**src/rtl/lift_pkg.sv**
```systemverilog
// Shared types and constants for the lift car-motion controller.
//   FLOOR_W : width of a floor number / FIFO request
//   state_e : controller states
package lift_pkg;
  localparam int FLOOR_W = 4;

  typedef enum logic [2:0] {
    IDLE,
    FETCH,
    LATCH,
    MOVE,
    DOOR
  } state_e;
endpackage

```
**src/rtl/lift_timer.sv**
```systemverilog
// Up-counter 0..MAX-1 with clear, enable and terminal-count strobe.
//   clk_i  : clock
//   rst_i  : synchronous reset, active-high
//   clr_i  : force count to 0 (wins over enable, masks terminal count)
//   en_i   : advance count this cycle
//   tc_o   : enabled cycle with count == MAX-1; counter wraps to 0 on it
module lift_timer #(
  parameter int MAX = 8
) (
  input  logic clk_i,
  input  logic rst_i,
  input  logic clr_i,
  input  logic en_i,
  output logic tc_o
);
  localparam int W = (MAX > 1) ? $clog2(MAX) : 1;

  logic [W-1:0] cnt_q;

  // A clear in the terminal cycle must not fire tc: door hold relies on it.
  assign tc_o = en_i && !clr_i && (cnt_q == W'(MAX - 1));

  always_ff @(posedge clk_i) begin
    if (rst_i || clr_i || tc_o) cnt_q <= '0;
    else if (en_i)              cnt_q <= cnt_q + W'(1);
  end
endmodule

```
**src/rtl/lift_ctrl.sv**
```systemverilog
// Car-motion controller: pops one floor request from the request FIFO, moves
// the car floor-by-floor on a travel timer, opens the door on arrival, repeats.
//   i_clock, i_rst          : clock, synchronous active-high reset
//   i_rd_data, i_fifo_empty : FIFO read data (valid cycle after o_rd_en), empty
//   o_rd_en                 : one-cycle pop strobe
//   i_stop                  : emergency stop, freezes everything while high
//   i_door_hold             : obstruction, restarts door timer while door open
//   o_floor, o_dir_up       : current floor, direction of (last) travel
//   o_moving, o_door_open   : car in motion, door open
//   o_busy, o_req_err       : not idle, out-of-range request discarded pulse
module lift_ctrl
  import lift_pkg::*;
#(
  parameter int NUM_FLOORS    = 16,
  parameter int TRAVEL_CYCLES = 8,
  parameter int DOOR_CYCLES   = 16,
  parameter int RESET_FLOOR   = 0
) (
  input  logic               i_clock,
  input  logic               i_rst,
  input  logic [FLOOR_W-1:0] i_rd_data,
  input  logic               i_fifo_empty,
  output logic               o_rd_en,
  input  logic               i_stop,
  input  logic               i_door_hold,
  output logic [FLOOR_W-1:0] o_floor,
  output logic               o_dir_up,
  output logic               o_moving,
  output logic               o_door_open,
  output logic               o_busy,
  output logic               o_req_err
);
  localparam logic [FLOOR_W:0] NF_L = (FLOOR_W + 1)'(NUM_FLOORS);

  state_e             state_q;
  logic [FLOOR_W-1:0] floor_q, target_q, floor_step;
  logic               dir_up_q, moving_q, door_q, busy_q, err_q, rd_en_q;
  logic               trav_en, trav_clr, trav_tc;
  logic               door_en, door_clr, door_tc;

  // Timers only run in their own state and are parked at 0 elsewhere;
  // under stop neither clears nor advances.
  assign trav_en  = !i_stop && (state_q == MOVE);
  assign trav_clr = !i_stop && (state_q != MOVE);
  assign door_en  = !i_stop && (state_q == DOOR);
  assign door_clr = !i_stop && ((state_q != DOOR) || i_door_hold);

  lift_timer #(.MAX(TRAVEL_CYCLES)) u_travel (
    .clk_i(i_clock), .rst_i(i_rst), .clr_i(trav_clr), .en_i(trav_en), .tc_o(trav_tc)
  );

  lift_timer #(.MAX(DOOR_CYCLES)) u_door (
    .clk_i(i_clock), .rst_i(i_rst), .clr_i(door_clr), .en_i(door_en), .tc_o(door_tc)
  );

  assign floor_step = dir_up_q ? floor_q + FLOOR_W'(1) : floor_q - FLOOR_W'(1);

  always_ff @(posedge i_clock) begin
    if (i_rst) begin
      state_q  <= IDLE;
      floor_q  <= FLOOR_W'(RESET_FLOOR);
      target_q <= '0;
      dir_up_q <= 1'b1;
      moving_q <= 1'b0;
      door_q   <= 1'b0;
      busy_q   <= 1'b0;
      err_q    <= 1'b0;
      rd_en_q  <= 1'b0;
    end else begin
      err_q <= 1'b0;
      if (!i_stop) begin
        unique case (state_q)
          IDLE: if (!i_fifo_empty) begin
            state_q <= FETCH;
            rd_en_q <= 1'b1;
            busy_q  <= 1'b1;
          end
          FETCH: begin
            state_q <= LATCH;
            rd_en_q <= 1'b0;
          end
          LATCH: begin
            target_q <= i_rd_data;
            if ({1'b0, i_rd_data} >= NF_L) begin
              state_q <= IDLE;
              busy_q  <= 1'b0;
              err_q   <= 1'b1;
            end else if (i_rd_data == floor_q) begin
              state_q <= DOOR;
              door_q  <= 1'b1;
            end else begin
              state_q  <= MOVE;
              moving_q <= 1'b1;
              dir_up_q <= (i_rd_data > floor_q);
            end
          end
          MOVE: if (trav_tc) begin
            floor_q <= floor_step;
            if (floor_step == target_q) begin
              state_q  <= DOOR;
              moving_q <= 1'b0;
              door_q   <= 1'b1;
            end
          end
          DOOR: if (door_tc) begin
            state_q <= IDLE;
            door_q  <= 1'b0;
            busy_q  <= 1'b0;
          end
          default: state_q <= IDLE;
        endcase
      end
    end
  end

  // Stop must suppress a pop and motion in the very cycle it is raised,
  // otherwise a held FETCH would pop twice.
  assign o_rd_en     = rd_en_q && !i_stop;
  assign o_moving    = moving_q && !i_stop;
  assign o_floor     = floor_q;
  assign o_dir_up    = dir_up_q;
  assign o_door_open = door_q;
  assign o_busy      = busy_q;
  assign o_req_err   = err_q;
endmodule

```
**config.mk**
```make
export PLATFORM = sky130hd
export DESIGN_NAME = lift_ctrl
export DESIGN_NICKNAME = d
export VERILOG_FILES = /design/src/rtl/lift_pkg.sv /design/src/rtl/lift_timer.sv /design/src/rtl/lift_ctrl.sv
export SDC_FILE = /design/constraint.sdc
export NUM_CORES = 1
export LEC_CHECK = 0
export ABC_AREA = 1
export CORE_MARGIN = 10
export CORE_UTILIZATION = 56
export CTS_BUF_LIST = sky130_fd_sc_hd__clkbuf_8
export DETAILED_ROUTE_END_ITERATION = 6
export GPL_TIMING_DRIVEN = 0
export PLACE_DENSITY = 0.81
export SYNTH_ARGS = -nofsm -noshare
export SYNTH_HDL_FRONTEND = slang
export SYNTH_SLANG_ARGS = --single-unit
```
**constraint.sdc**
```tcl
create_clock -name i_clock -period 1.95 [get_ports i_clock]
set_input_delay 0.39 -clock i_clock [delete_from_list [all_inputs] [get_ports i_clock]]
set_output_delay 0.39 -clock i_clock [all_outputs]
set_load 0.1 [all_outputs]
```
Yosys cells after proc, flatten, opt, wreduce, memory -nomap -nowiden

Index checks and enable logic that the tools add are counted.

$add $sub $neg: 4
Multiply operators: 0
Divide/modulo/power cells: 0
$lt $le $gt $ge: 1
Eq/ne operators: 16
Shift-type cells: 0
Mux-type cells: 19
Bitwise gates (word level): 2
Reductions and logical operators: 31

Operators with widths:

| kind                                                  | count |
|---|---|
| 2-to-1 mux 3 bit                                      | 5 |
| one-hot mux 3 bit (5 select lines)                    | 1 |
| logical AND 1 bit                                     | 10 |
| AND reduction 5 bit                                   | 2 |
| AND reduction 3 bit                                   | 3 |
| adder 4 x 1 -> 4 bit, second input constant           | 2 |
| equality test 4 bit                                   | 2 |
| 2-to-1 mux 1 bit                                      | 8 |
| equality test 3 x 2 -> 1 bit, second input constant   | 2 |
| equality test 3 bit, second input constant            | 2 |
| inequality test 2 x 1 -> 1 bit, second input constant | 3 |
| inequality test 2 bit, second input constant          | 3 |
| one-hot mux 1 bit (2 select lines)                    | 3 |
| AND reduction 6 bit                                   | 1 |
| nonzero test 2 bit                                    | 3 |
| logical OR 1 bit                                      | 5 |
| equality test 4 bit, second input constant            | 1 |
| greater-than comparator 4 bit                         | 1 |
| 2-to-1 mux 4 bit                                      | 1 |
| AND reduction 4 bit                                   | 1 |
| subtractor 4 x 1 -> 4 bit, second input constant      | 1 |
| adder 3 x 1 -> 3 bit, second input constant           | 1 |
| equality test 3 x 1 -> 1 bit, second input constant   | 1 |
| logical NOT 1 bit                                     | 3 |
| other kinds (7)                                       | 8 |

Register bits: 23
Latch bits: 0
RAM bits: 0
Bits in read-only memories: 0
Bits of input ports: 9
Output and inout bits: 10
Logic and storage cells: 83
Memories kept: 0

Longest topological paths before layout

Gate-level depths: netlist of run 1.

Depth after elaboration: 8
Gate-level depth with buffers: 14
Gate-level depth less buffers: 14

Cells and area by module

From an unflattened synthesis of run 1, not the netlist that was laid out.

Cells, all modules: 221
Area, all modules: 1453.9 um2

By module, submodules not included:

| module                | times used | cells an instance | area each (um2) | sequential area each (um2) |
|---|---|---|---|---|
| lift_ctrl             | 1          | 166               | 1092.3          | 320.3 |
| lift_timer (u_door)   | 1          | 28                | 193.9           | 80.1 |
| lift_timer (u_travel) | 1          | 27                | 167.7           | 60.1 |

Worst setup path before layout of run 1

Ideal clock, no wire load.

Kind: register to register
From: reg floor_q[0] (netlist: o_floor[0])
To: reg moving_q
Library setup time: 113 ps
Arrival: 2502 ps
Data required time: 1837 ps
Setup slack: -665 ps
Cell stages (with the launch flop): 11
Path buffers: 0
Clock period less this slack: 2615 ps
Cell sequence: dfxtp_1 inv_1 fa_1 xor2_1 nand2_1 nor2_1 nand3_1 nand2_2 o21ai_1 nor2_1 nor2_1

Cells in the longest elaborated chain, start to end: 5
Elaborated cells on any way between the ends: 8

RTL lines:

| element                                                           | RTL line         | source |
|---|---|---|
| from (decl)                                                       | lift_ctrl.sv:36  | `logic [FLOOR_W-1:0] floor_q, target_q, floor_step;` |
| from (signal assigned)                                            | lift_ctrl.sv:61  | `floor_q <= FLOOR_W'(RESET_FLOOR);` |
| from (signal assigned)                                            | lift_ctrl.sv:98  | `floor_q <= floor_step;` |
| subtractor 4 x 1 -> 4 bit or adder 4 x 1 -> 4 bit (tied branches) | lift_ctrl.sv:56  | `assign floor_step = dir_up_q ? floor_q + FLOOR_W'(1) : floor_q - FLOOR_W'(1);` |
| 2-to-1 mux 4 bit *                                                | lift_ctrl.sv:56  |  |
| via floor_step[0]                                                 | lift_ctrl.sv:36  |  |
| equality test 4 bit *                                             | lift_ctrl.sv:99  | `if (floor_step == target_q) begin` |
| inequality test 2 x 1 -> 1 bit (no source line) *                 | --               |  |
| AND reduction 5 bit (no source line) *                            | --               |  |
| to (signal assigned)                                              | lift_ctrl.sv:64  | `moving_q <= 1'b0;` |
| to (signal assigned)                                              | lift_ctrl.sv:93  | `moving_q <= 1'b1;` |
| to (signal assigned)                                              | lift_ctrl.sv:101 | `moving_q <= 1'b0;` |
| to (decl)                                                         | lift_ctrl.sv:37  | `logic dir_up_q, moving_q, door_q, busy_q, err_q, rd_en_q;` |

The timed path passes the listed nets; every way through them passes the cells marked *.
A chain may end at the register's enable or synchronous reset.

Worst setup path in the final report of run 1

From: reg floor_q[0] (netlist: o_floor[0])
To: out o_floor[0]

RTL lines:

| element   | RTL line        | source |
|---|---|---|
| to (decl) | lift_ctrl.sv:26 | `output logic [FLOOR_W-1:0] o_floor,` |

No word-level cell between the ends.

==> impl_summary.md, run 1 <==
Status
The run finished with clean final reports.

Synthesis
The area of the mapped netlist is 1374 um2. Of the total synthesized cell area, the portion taken by full adders, half adders and majority gates is 0.09654. The synthesized net count is 214. The complex-gate fraction of the synthesized area came to 0.1457. The combinational family with the most area after synthesis is simple AND/OR/NAND/NOR gates. The count of mapped cells out of synthesis is 195. The mux contribution to synthesized area is 0. The number of distinct library cells after synthesis is 30. Each instance of the synthesized netlist takes up on average 7.045 um2. Of the post-synthesis cell area, the dominant cell type holds 0.3352.

dfxtp_1 takes more of the synthesized area than any other cell. Yosys attributes the largest share of cell area to dfxtp_1, nand2_1, ha_1. Of the total synthesized cell area, the portion taken by AND, OR, NAND and NOR gates is 0.3042.

The share of synthesized area occupied by flip-flops and latches is 0.3352. Of the total synthesized cell area, the portion taken by XOR and XNOR cells is 0.02550. The Yosys step of the flow raised 0 warnings. Counting flops and latches in the post-synthesis netlist gives 23.

Clock network
The clock buffer count from CTS is 3. The clock latency of the later-clocked register in the worst-skew pair is 0.26 ns. In this run the number of H-tree levels came out at 1. TritonCTS built the clock tree. The CTS root buffer is clkbuf_8. The number of buffers inserted for hold repair after clock tree synthesis is 0. In this run the deepest clock path goes through 2 buffers. The register clock-pin slew on the reported worst setup and hold paths is 0.08 ns. The clock net in this run drives a total of 23 sinks.

Floorplan
The area of the die is 4834 um2. The number of placement rows is 17. The effective utilization at floorplan is 0.6036. The die is 69.53 um wide. In this run the vertical extent of the chip is 69.53 um.

The core footprint is 2276 um2. For this design the top-level I/O count stands at 19.

Routing
The antenna violation net count after detailed routing is 0. After detailed routing, the average wire length per cell comes to 13.24 um. The post-detailed-route via-to-cell ratio is 5.378. After detailed routing, the number of remaining DRC violations is 0.

The number of DRC violations after detailed-routing iteration 0 is 83. The final wirelength is 3.258 mm. The final route contains 1323 vias. The pre-antenna-repair detailed-routing pass consisted of 4 iterations.

GRT
The number of global-route vias before repair came to 1247. Entering global routing, the biggest net connects 13 pins. In the global route stage, overall resource usage came out at 0.1225. After global routing the overflow that remains totals 0. The first global-routing pass estimated 5.223 mm of wire.

The number of antenna violations at the first check in global routing came to 0.

Power and ir drop
The static leakage is 0.7867 nW. The worst-case IR drop observed on VDD is 0.7475 mV. Total power for the finished layout comes to 1.239 mW. The total power per unit cell area is 734.8 nW/um2.

Timing
The worst slew margin relative to its limit is 0.3606. The final setup skew is 0.003476 ns. The number of pins exceeding their max-slew limit in the final report is 0. Counting I/O delays and the setup requirement, the final critical path takes 1.907 ns. The slew at the pin closest to its max-slew limit is 0.9629 ns. The tightest hold margin is 0.4495 ns. In the finished design, the share of the clock period the worst path needs comes to 0.9778. Setup repair after global routing could not meet its margin everywhere.

The final hold violation count is 0. Setup violations remaining at the end of the flow were counted as 0. Timing would allow up to 524.5 MHz.

Min path
The launch instance of the worst min-delay path is o_door_open. The cell depth of the worst hold path is 2. The capture endpoint of the worst hold path is o_door_open. The worst hold-check path type is register to register.

Final layout
The repair_antennas step left the layout with diodes totalling 0. Compared with the post-synthesis result, the final layout area differs by 22.77%. The net total in the final layout is 238. The fraction of final layout cells with drive strength greater than 1 is 0.1835.

The filler cell count in the final layout is 195. Once layout is done, the placed cells without fillers occupy 1687 um2. The finished layout holds 246 standard cells, fillers aside.

Critical path
The setup path with the least slack is of type register to output port. The delay of the slowest cell on the worst path is 0.86 ns. The register-to-register setup slack is 0.07 ns.

The endpoint type of the worst setup path is an output port. The required time at the worst-slack endpoint is 1.56 ns. Traced cell by cell, the critical path runs through dlygate4sd2_1. Along the worst path, the maximum fanout reaches 6.

In this run the number of cells on the critical path is 1. On the critical path the largest part of the delay comes from buffers and inverters. The slowest library cell on the worst path is dlygate4sd2_1. The worst setup path is launched from a register. The number of cells on the worst reg-to-reg path is 10. The origin of the critical flop-to-flop path is o_floor[1].

The endpoint of the worst register-to-register path is moving_q. The buffer and inverter count on the worst path is 1. Data arrives at the worst endpoint at 1.52 ns.

Placement
The number of buffers inserted by port buffering is 17. The number of placed instances, taps included is 240. The wire-length estimate of the detail-placed layout is 2.397 mm. The post-place instance area is 1598 um2. The weighted congestion reported at the end of routability-driven placement is 0.8987.

Job
Max-cap violations in this run came to 0.
synth_stat cells:
library cell,instances
nand2_1,39
inv_2,4
nor2_8,1
nand2_2,2
fa_1,1
or2_1,1
buf_4,2
or2_2,1
conb_1,1
a21oi_1,21
clkbuf_1,1
a31oi_1,2
o22ai_1,1
dfxtp_1,23
nor3_1,1
nand4_2,1
o21ai_1,1
nand2_4,1
xor2_1,3
and3_1,1
nand4_1,3
nor2_4,1
o21ai_0,11
xnor2_1,1
inv_1,24
a21oi_4,1
ha_1,9
nand3_1,14
nor2_2,2
nor2_1,21
where the power goes:
group,total (mW),leakage (nW),internal (mW),switching [mW]
combinational,0.407,0.570,0.123,0.284
sequential,0.537,0.189,0.504,0.0335
clock,0.295,0.0269,0.141,0.154
layout by cell type (no fill, tap or decap), types with 3 or more instances in the layout:
master	synthesis	layout
dfxtp_4	0	3
ha_1	9	8
buf_4	2	4
clkbuf_8	0	3
dlygate4sd2_1	0	7
nand3_2	0	3
dfxtp_1	23	18
inv_1	24	22
nor2_1	21	19
o21ai_0	11	11
nand3_1	14	11
clkdlybuf4s50_1	0	7
nand4_1	3	3
nand2_1	39	38
xor2_1	3	3
nor2_2	2	4
a21oi_1	21	20
inv_2	4	6
timing repair:
action | CTS | global route
resized for setup | 17 | 11
buffers inserted | 0 | 2
pin swaps | 0 | 7
setup endpoints to repair | 9 | 5
registers in the layout, indices dropped and copies added (netlist names):
| name | count |
|---|---|
| moving_q | 1 |
| o_busy | 1 |
| o_dir_up | 1 |
| o_door_open | 1 |
| o_floor | 4 |
| rd_en_q | 1 |
| state_q | 3 |
| target_q | 4 |
| u_door.cnt_q | 4 |
| u_travel.cnt_q | 3 |
per-stage QoR:
stage / TNS, ns / utilization / setup slack [ns]
after CTS: 0 / 0.7136 / 0.02580
after floorplan: -0.02442 / - / -0.02442
after global placement: -1.974 / 0.7020 / -0.6576
after global routing: -0.05622 / 0.7411 / -0.02467
after detailed placement: -2.132 / 0.7020 / -0.6692
final: 0 / 0.7411 / 0.04327
tightest hold or removal path, stage by stage, from the launching register on:
cell     delay [ns]
dfxtp_1        0.31
inv_1          0.05
a21oi_1        0.05
kinds of logic after synthesis:
family / after synthesis
simple gates: 89
compound gates: 37
buf+inv: 31
flops: 23
fa+ha+maj: 10
xor+xnor: 4
other cells: 1
worst max path at each step:
stage	start	end	slack, ns
after floorplan	o_floor[1]	moving_q	-0.02
after global placement	i_stop	o_moving	-0.66
after detailed placement	i_stop	o_moving	-0.67
after CTS	o_floor[1]	moving_q	0.03
after global routing	o_floor[1]	state_q[2]	-0.02
final	o_floor[0]	o_floor[0]	0.04
routing by layer:
layer / GRT usage / part of all wire / up-vias
met5: 0 / 0 / -
met4: 0.01996 / 0.0064 / 0
met3: 0.04137 / 0.052 / 6
met2: 0.2046 / 0.49 / 34
met1: 0.1490 / 0.45 / 606
li1: - / - / 677
cell type report:
class | instances | area [um2] | share of cell area
multi-input combinational | 141 | 837.1 | 0.4963
sequential | 23 | 474.2 | 0.2812
timing repair buffer | 19 | 168.9 | 0.1001
inverter | 28 | 107.6 | 0.06380
clock buffer | 3 | 41.29 | 0.02448
tap | 28 | 35.03 | 0.02077
buffer | 3 | 18.77 | 0.01113
clock inverter | 1 | 3.754 | 0.002226
(Power assumes the default switching activity.)
==> run 2, diff against run 1 <==
--- a/config.mk
+++ b/config.mk
@@ -7,11 +7,11 @@
 export LEC_CHECK = 0
 export ABC_AREA = 1
 export CORE_MARGIN = 10
-export CORE_UTILIZATION = 56
+export CORE_UTILIZATION = 55
 export CTS_BUF_LIST = sky130_fd_sc_hd__clkbuf_8
 export DETAILED_ROUTE_END_ITERATION = 6
 export GPL_TIMING_DRIVEN = 0
-export PLACE_DENSITY = 0.81
+export PLACE_DENSITY = 0.8
 export SYNTH_ARGS = -nofsm -noshare
 export SYNTH_HDL_FRONTEND = slang
 export SYNTH_SLANG_ARGS = --single-unit
==> run 2 against run 1 <==
Highest routed layer unchanged. Setup slack better by 0.0016 ns. Clock skew down 0.0024 ns. Cell area unchanged. Clock-buffer cell count unchanged. Non-clock buffer count up 1. Utilization down 4.8 points. Fmax about the same. Clock power down 1%. Hold slack worse by 0.0019 ns.
==> impl_summary.md, run 2 (synthesis gave the netlist of run 1 again) <==
Status
The run finished with clean final reports.

Power and ir drop
IR analysis of the VDD net gives a maximum drop of 0.7560 mV. The total power per unit cell area is 729.8 nW/um2. The static leakage is 0.7918 nW.

Routing
In this run, the number of DRC markers left after iteration 0 of detailed routing was 70. In the routed design, unresolved DRC markers number 0. The average routed wire per standard cell is 12.90 um.

After detailed routing, the number of vias per cell comes to 5.317. The length of the first detailed-routing pass in iterations is 4. The detailed router placed 1324 vias in this run. The antenna violation net count after detailed routing is 0.

The routed design has 3.212 mm of wire.

Clock network
TritonCTS built the clock tree. Clock-pin slew was measured on the worst setup and hold paths at 0.08 ns. Counting every sink on the clock net gives 23. The clock latency of the later-clocked register in the worst-skew pair is 0.26 ns. The number of buffers inserted for hold repair after clock tree synthesis is 0. The CTS root buffer is clkbuf_8.

In this run the number of H-tree levels came out at 1. The clock buffer count from CTS is 3. The clock passes through at most 2 buffers.

GRT
For this run, the total global-route usage over all layers was measured as 0.1214. The number of global-route vias before repair is 1248. The number of antenna violations at the first check in global routing is 0. The largest net degree at the start of global routing is 13. After global routing the overflow that remains totals 0.

The first global-routing pass estimated 5.140 mm of wire.

Timing
The final hold violation count is 0. At the pin with the least slew margin, the transition time is 0.9736 ns. The setup-violating endpoint count in the final report is 0. The upper clock frequency limit is 524.9 MHz. Setup repair after global routing could not meet its margin everywhere. The final setup skew is 0.001109 ns.

The number of pins exceeding their max-slew limit in the final report is 0. The worst path in the final design needs a cycle of 1.905 ns, including I/O delays and setup. The worst pin sits at a relative slew slack of 0.3535. The final worst slack is 0.04487 ns. Of the available clock period, the critical path in the final layout requires 0.9770.

Floorplan
19 I/O pins were placed. The number of placement rows is 18. The core footprint is 2432 um2. In this run the vertical extent of the chip is 69.98 um.

The die is 69.98 um wide. For this configuration, the core starts out at a cell density of 0.5648. The floorplan step defined a die boundary enclosing 4897 um2.

Min path
The worst hold-check path type is register to register. Counting instances, the worst hold path has a depth of 2.

Critical path
The type of element launching the critical path is a register. On the critical path, the stage with the largest delay is an instance of dlygate4sd2_1. The required time at the worst-slack endpoint is 1.56 ns. The worst setup path is captured at an output port.

At the worst endpoint, the arrival time is 1.52 ns. The worst setup path is of the register to output port kind. The cell count along the critical path is 1. The buffer and inverter count on the worst path is 1.

For this run, the slowest stage of the critical path takes 0.87 ns. Walking the worst path, the cells encountered are dlygate4sd2_1. For the worst flop-to-flop path, the logic depth is 10. The cell family with the largest share of critical-path delay is buffers and inverters. Along the worst path, the maximum fanout reaches 4.

Final layout
The antenna cell count is 0. The area growth from synthesis to layout is 22.77%. Leaving out fill and tap cells, the most frequent cells in the layout are nand2_1, inv_1, a21oi_1. The commonest non-fill, non-tap cell in the layout is nand2_1.

The filler cell count in the final layout is 210. The net total in the final layout is 239. The non-filler instance count after layout is 249. In the final layout, the share of cells above drive strength 1 is 0.1735.

Job
The tool flagged a number of max-cap violations equal to 0.

Placement
The number of placed instances, taps included is 242. The weighted congestion reported at the end of routability-driven placement is 0.8293. The detailed placement HPWL is 2.453 mm.

OpenSTA, run right after detailed placement, puts the worst setup slack at -0.6595 ns. In this run the tool buffered the top-level ports with 17 buffer cells.
[run 2: cell types whose count changed in the layout (fill, tap and decap cells not counted), sizes merged]
| cell | change |
|---|---|
| buf | +1 |
[run 2: final timing paths]
check                                 start           to  slack, ns
worst max-delay path             o_floor[1]   o_floor[1]       0.04
worst min-delay path            o_door_open  o_door_open       0.45
worst max register to register   o_floor[1]   state_q[2]       0.08
worst min register to register  o_door_open  o_door_open       0.45
[run 2: repair_timing]
action | 4_1_cts | 5_1_grt
resized for setup | 17 | 8
setup endpoints to repair | 11 | 7
buffers inserted | 3 | 0
pin swaps | 2 | 7
[run 2: metal layers]
| layer | vias up | GRT usage | wire length [um] |
|---|---|---|---|
| li1 | 684 | - | - |
| met1 | 596 | 0.1380 | 1420 |
| met2 | 36 | 0.2155 | 1618 |
| met3 | 8 | 0.02260 | 115 |
| met4 | 0 | 0.04825 | 57 |
| met5 | - | 0 | 0 |
[run 2: stage by stage]
stage	total power [mW]	setup TNS [ns]	utilization	instance area [um2]	hold WS, ns
3_5_place_dp	0.9437	-2.303	0.6579	1600	0.4423
5_1_grt	1.296	-0.2763	0.6934	1687	0.4947
2_1_floorplan	0.8487	-0.02442	-	1393	0.4435
4_1_cts	1.227	0	0.6780	1649	0.4509
6_report	1.231	0	0.6934	1687	0.4477
3_3_place_gp	0.9311	-2.146	0.6579	1600	0.4386
[run 2: layout make-up]
class / count / area [um2] / area share
Clock inverter: 1 / 3.754 / 0.002226
Multi-Input combinational cell: 141 / 827.0 / 0.4904
Buffer: 3 / 18.77 / 0.01113
Tap cell: 30 / 37.54 / 0.02226
Clock buffer: 3 / 41.29 / 0.02448
Timing Repair Buffer: 20 / 176.4 / 0.1046
Inverter: 28 / 107.6 / 0.06380
Sequential cell: 23 / 474.2 / 0.2812
[run 2: power breakdown]
group / switching (mW) / internal, mW
Clock: 0.151 / 0.141
Sequential: 0.0348 / 0.504
Combinational: 0.279 / 0.122
==> run 3, diff against run 2 <==
--- a/config.mk
+++ b/config.mk
@@ -9,6 +9,7 @@
 export CORE_MARGIN = 10
 export CORE_UTILIZATION = 55
 export CTS_BUF_LIST = sky130_fd_sc_hd__clkbuf_8
+export CTS_CLUSTER_SIZE = 25
 export DETAILED_ROUTE_END_ITERATION = 6
 export GPL_TIMING_DRIVEN = 0
 export PLACE_DENSITY = 0.8
==> results of run 3 <==
Final layout, timing and power as in run 2 (identical DEF).
